File: src/rtl/unidade_busca.sv
`default_nettype none
// ============================================================================
// Module  : unidade_busca
// Brief   : Instruction fetch stage: owns PC and instruction register, fetches
//           over a req/ack memory handshake and selects the next PC.
// Revision: 1.0
// ============================================================================
module unidade_busca #(
  parameter int LARG_PC    = 8,
  parameter int LARG_INSTR = 16
) (
  input  logic                  clk,
  input  logic                  rst,
  output logic                  mem_req,
  output logic [LARG_PC-1:0]    mem_addr,
  input  logic                  mem_ack,
  input  logic [LARG_INSTR-1:0] mem_dado,
  output logic [LARG_INSTR-1:0] instrucao,
  output logic [2:0]            Opcode,
  output logic                  instr_valida,
  input  logic                  avanca,
  input  logic                  Beqz,
  input  logic                  Ji,
  input  logic                  EscPC,
  input  logic                  Zero,
  output logic [LARG_PC-1:0]    pc,
  output logic                  parado
);

  typedef enum logic [1:0] {
    BUSCA  = 2'd0,
    VALIDA = 2'd1,
    PARADO = 2'd2
  } estado_t;

  estado_t               r_estado;
  logic                  r_memReq;
  logic                  r_instrValida;
  logic                  r_parado;
  logic [LARG_PC-1:0]    r_pc;
  logic [LARG_INSTR-1:0] r_instrucao;

  logic [LARG_PC-1:0]    w_desloc;
  logic [LARG_PC-1:0]    w_pcMais1;
  logic [LARG_PC-1:0]    w_proxPc;

  // Branch offset is the low 7 bits, sign-extended to PC width.
  assign w_desloc  = LARG_PC'($signed(r_instrucao[6:0]));
  assign w_pcMais1 = r_pc + LARG_PC'(1);

  always_comb begin
    w_proxPc = w_pcMais1;
    if (Ji)
      w_proxPc = r_instrucao[LARG_PC-1:0];
    else if (Beqz && Zero)
      w_proxPc = w_pcMais1 + w_desloc;
  end

  always_ff @(posedge clk) begin
    if (rst) begin
      r_estado      <= BUSCA;
      r_memReq      <= 1'b0;
      r_instrValida <= 1'b0;
      r_parado      <= 1'b0;
      r_pc          <= '0;
      r_instrucao   <= '0;
    end else begin
      case (r_estado)
        BUSCA: begin
          // An ack only completes a fetch that is actually being requested.
          if (r_memReq && mem_ack) begin
            r_instrucao   <= mem_dado;
            r_memReq      <= 1'b0;
            r_instrValida <= 1'b1;
            r_estado      <= VALIDA;
          end else begin
            r_memReq <= 1'b1;
          end
        end
        VALIDA: begin
          if (avanca) begin
            r_instrValida <= 1'b0;
            if (EscPC) begin
              r_pc     <= w_proxPc;
              r_memReq <= 1'b1;
              r_estado <= BUSCA;
            end else begin
              r_parado <= 1'b1;
              r_estado <= PARADO;
            end
          end
        end
        PARADO: begin
          r_memReq      <= 1'b0;
          r_instrValida <= 1'b0;
          r_parado      <= 1'b1;
        end
        default: begin
          r_estado      <= BUSCA;
          r_memReq      <= 1'b0;
          r_instrValida <= 1'b0;
        end
      endcase
    end
  end

  assign mem_req      = r_memReq;
  assign mem_addr     = r_pc;
  assign pc           = r_pc;
  assign instrucao    = r_instrucao;
  assign Opcode       = r_instrucao[LARG_INSTR-1 -: 3];
  assign instr_valida = r_instrValida;
  assign parado       = r_parado;

endmodule
`default_nettype wire
File: config.mk
export PLATFORM = sky130hd
export DESIGN_NAME = unidade_busca
export DESIGN_NICKNAME = d
export VERILOG_FILES = /design/src/rtl/unidade_busca.sv
export SDC_FILE = /design/constraint.sdc
export NUM_CORES = 1
export LEC_CHECK = 0
export ABC_AREA = 1
export CAP_MARGIN = 20
export CORE_UTILIZATION = 45
export DETAILED_ROUTE_END_ITERATION = 16
export GPL_TIMING_DRIVEN = 0
export PLACE_DENSITY_LB_ADDON = 0.3
export SLEW_MARGIN = 20
export SYNTH_ARGS = -nofsm -noshare
export SYNTH_HDL_FRONTEND = slang
export SYNTH_SLANG_ARGS = --single-unit
File: constraint.sdc
create_clock -name clk -period 2.7 [get_ports clk]
set_clock_uncertainty 0.2 [all_clocks]
set_input_delay 0.405 -clock clk [delete_from_list [all_inputs] [get_ports clk]]
set_output_delay 0.405 -clock clk [all_outputs]
set_load 0.01 [all_outputs]
==> metrics <==
Iter 0 DRT Violations=64; status=complete, no violations; Setup CP Type=reg -> reg; largest net degree at the start of global routing=11; Synth area leader=dfxtp_1; most frequent cells after synthesis=nand2_1, nor2_1, dfxtp_1, o21ai_0, a21oi_1; Synth Net Count=282; Post-DP HPWL=3.21 mm; number of diodes=0; Tot GR Track Use=22.2%; critical path peak fanout=6; fmax=0.414 GHz; Clk pin slew, worst setup/hold paths=approximately 0.060 ns; crit start category=flip-flop; final setup fails=0; final WL=4.27 mm; antenna-violating nets left=0; nets@finish=approximately 350; P_leak=1.13 nW; power per cell area=between 400 and 500 nW/µm²; worst vdd ir=about 0.40 mV; yosys warns=0; routability cong.=about 0.8; WL per Instance=11.7 µm; core area=around 3700 µm²; layout cell share with drive strength beyond 1=9.52%; top cells by area, synth=dfxtp_1, nand2_1, nor2_1, o21ai_0, a21oi_1; antenna violations before repair=0; total number of vias=roughly 1800; Seq cells post-synth=29; worst skew pair latency=0.29 ns; root buf cell=clkbuf_8; reg2reg setup slack=between 0.2 and 0.3 ns; vias per cell=around 5; Post-route DRC=0; Seq/Total Area, Yosys=33.9%; RSZ-0062 raised after global routing=false; max-cap violation count=0; Distinct cells, synth=28; pin slew with the least headroom to its limit=approximately 0.48 ns; Final Max Tran Viols=0; chip width=between 60 and 70 µm; Crit path arrival time=2.38 ns; starting density of the core=approximately 47%; worst path required time=2.66 ns; Tmin final=~2.4 ns; Placed Area=approximately 2400 µm²; # rows=22; P&R area growth vs syn=43.2%; Synth Area per Inst=6.90 µm²; Worst Hold Path Cells=2; crit share post-route=89.5%; GRT Residual Overflow=0; CTS Buf Count=5; DRT Pass-1 Iters=4; Max clock buf depth=2; Cells after Synth=between 200 and 250; die height=between 60 and 70 µm; Layout fillers=between 300 and 400; first-pass GRT wire length=7.02 mm; relative slew slack=68.1%; clock net sink count=29; IO Port Bufs=between 50 and 60; # IOs=between 60 and 70; Reg-to-Reg Start=mem_addr[0]$_SDFFE_PP0P_; final instance area=around 2400 µm²; TritonCTS clock tree=yes; final setup TNS=0 ns; Worst Hold Class=reg -> reg; EDFF count, synth=0; total die area=a little over 4000 µm²; Critical Path Start=mem_addr[0]$_SDFFE_PP0P_; CP endpoint=mem_addr[7]$_SDFFE_PP0P_; asr flop ratio synth=0%; critical path capture point type=flip-flop; top-area cell type share of the netlist area=between 30% and 40%; vias in the first global route=between 1500 and 2000; FF-to-FF End=mem_addr[7]$_SDFFE_PP0P_; Final Hold Fails=0; Synth Flop Type=dfxtp_1; Worst Reg-to-Reg Cells=16; CTS HTree Levels=2; synthesized area=1710 µm²
critical path: stages, from the launching register on:
cell	delay (ns)
dfxtp_2	0.38
ha_1	0.18
nand2_1	0.07
nor2_1	0.16
a21oi_1	0.08
a21oi_1	0.16
ha_1	0.30
nand2_1	0.10
inv_1	0.05
nand2_1	0.06
nand2_1	0.06
a21oi_2	0.14
nand3_1	0.09
nand3_1	0.09
nand2_1	0.05
nand2_1	0.06
a21oi_2	0.05
repair_timing:
item                                    in CTS  in global routing
resized for setup                            0                  3
hold buffers                                 0                  0
setup buffers                                0                  0
endpoints found under the setup margin       0                  1
worst min path at each step:
stage                              start                   endpoint  slack [ns]
5_1_grt        instr_valida$_SDFFE_PP0P_  instr_valida$_SDFFE_PP0P_        0.30
6_report             parado$_SDFFE_PP0P_        parado$_SDFFE_PP0P_        0.25
3_3_place_gp         parado$_SDFFE_PP0P_        parado$_SDFFE_PP0P_        0.24
2_1_floorplan   r_estado[1]$_SDFFE_PP0P_       mem_req$_SDFFE_PP0P_        0.25
3_5_place_dp         parado$_SDFFE_PP0P_        parado$_SDFFE_PP0P_        0.25
4_1_cts              parado$_SDFFE_PP0P_        parado$_SDFFE_PP0P_        0.26
state kept, by name, summed over array words and instances, names as in the netlist:
name,cells
parado,1
r_estado,2
instrucao,16
mem_addr,8
instr_valida,1
mem_req,1
layout by cell type (no fill, tap or decap), drive strengths merged:
cell	count
o211ai	3
and2	1
clkdlybuf4s50	59
nor2	42
nor3	1
o31ai	1
xor2	3
a2111oi	1
inv	25
fa	1
nand3	11
buf	11
xnor2	1
nand2	41
ha	9
a21oi	27
dfxtp	29
a21o	2
a31oi	1
clkinv	2
clkbuf	14
o21ai	30
layer usage:
| layer | part of all wire [%] | GRT usage (%) |
|---|---|---|
| met5 | 0 | 0 |
| met4 | 1.4 | 9.66 |
| met3 | 6.0 | 6.16 |
| met2 | 48 | 39.2 |
| met1 | 44 | 24.4 |
where the power goes:
group | switching [W] | internal [W] | total, W | leakage (nW)
clock | 0.000166 | 0.000178 | 0.000344 | 0.0450
sequential | 0.0000288 | 0.000458 | 0.000487 | 0.238
combinational | 0.000112 | 0.000130 | 0.000241 | 0.851
cell type report:
class	instances	area [µm²]	area share (%)
multi-input combinational	175	927	37.8
timing repair buffer	59	591	24.1
sequential	29	583	23.8
buffer	19	113	4.60
inverter	25	93.8	3.83
clock buffer	6	72.6	2.96
tap	48	60.1	2.45
clock inverter	2	10.0	0.409
logic make-up after synthesis:
logic type | Yosys count | synth area share, %
adder cells (fa/ha/maj) | 10 | 7.75
AND/OR/NAND/NOR | 96 | 23.7
buffers and inverters | 44 | 12.1
AO/OA/AOI/OAI | 65 | 20.5
flip-flops | 29 | 33.9
XOR/XNOR | 4 | 2.05
stage by stage:
stage                     power (W)  hold slack (ns)  utilization (%)  setup slack [ns]  std cells
after detailed placement   0.000735            0.250             64.5             0.192        355
after CTS                   0.00108            0.264             66.7             0.173        363
after global placement     0.000731            0.243             64.5             0.231        355
after floorplan            0.000609            0.253                -             0.405        248
after global routing        0.00112            0.302             66.9            0.0436        363
final                       0.00107            0.255             66.9             0.284        363
Power figures use the tool's default switching activity.
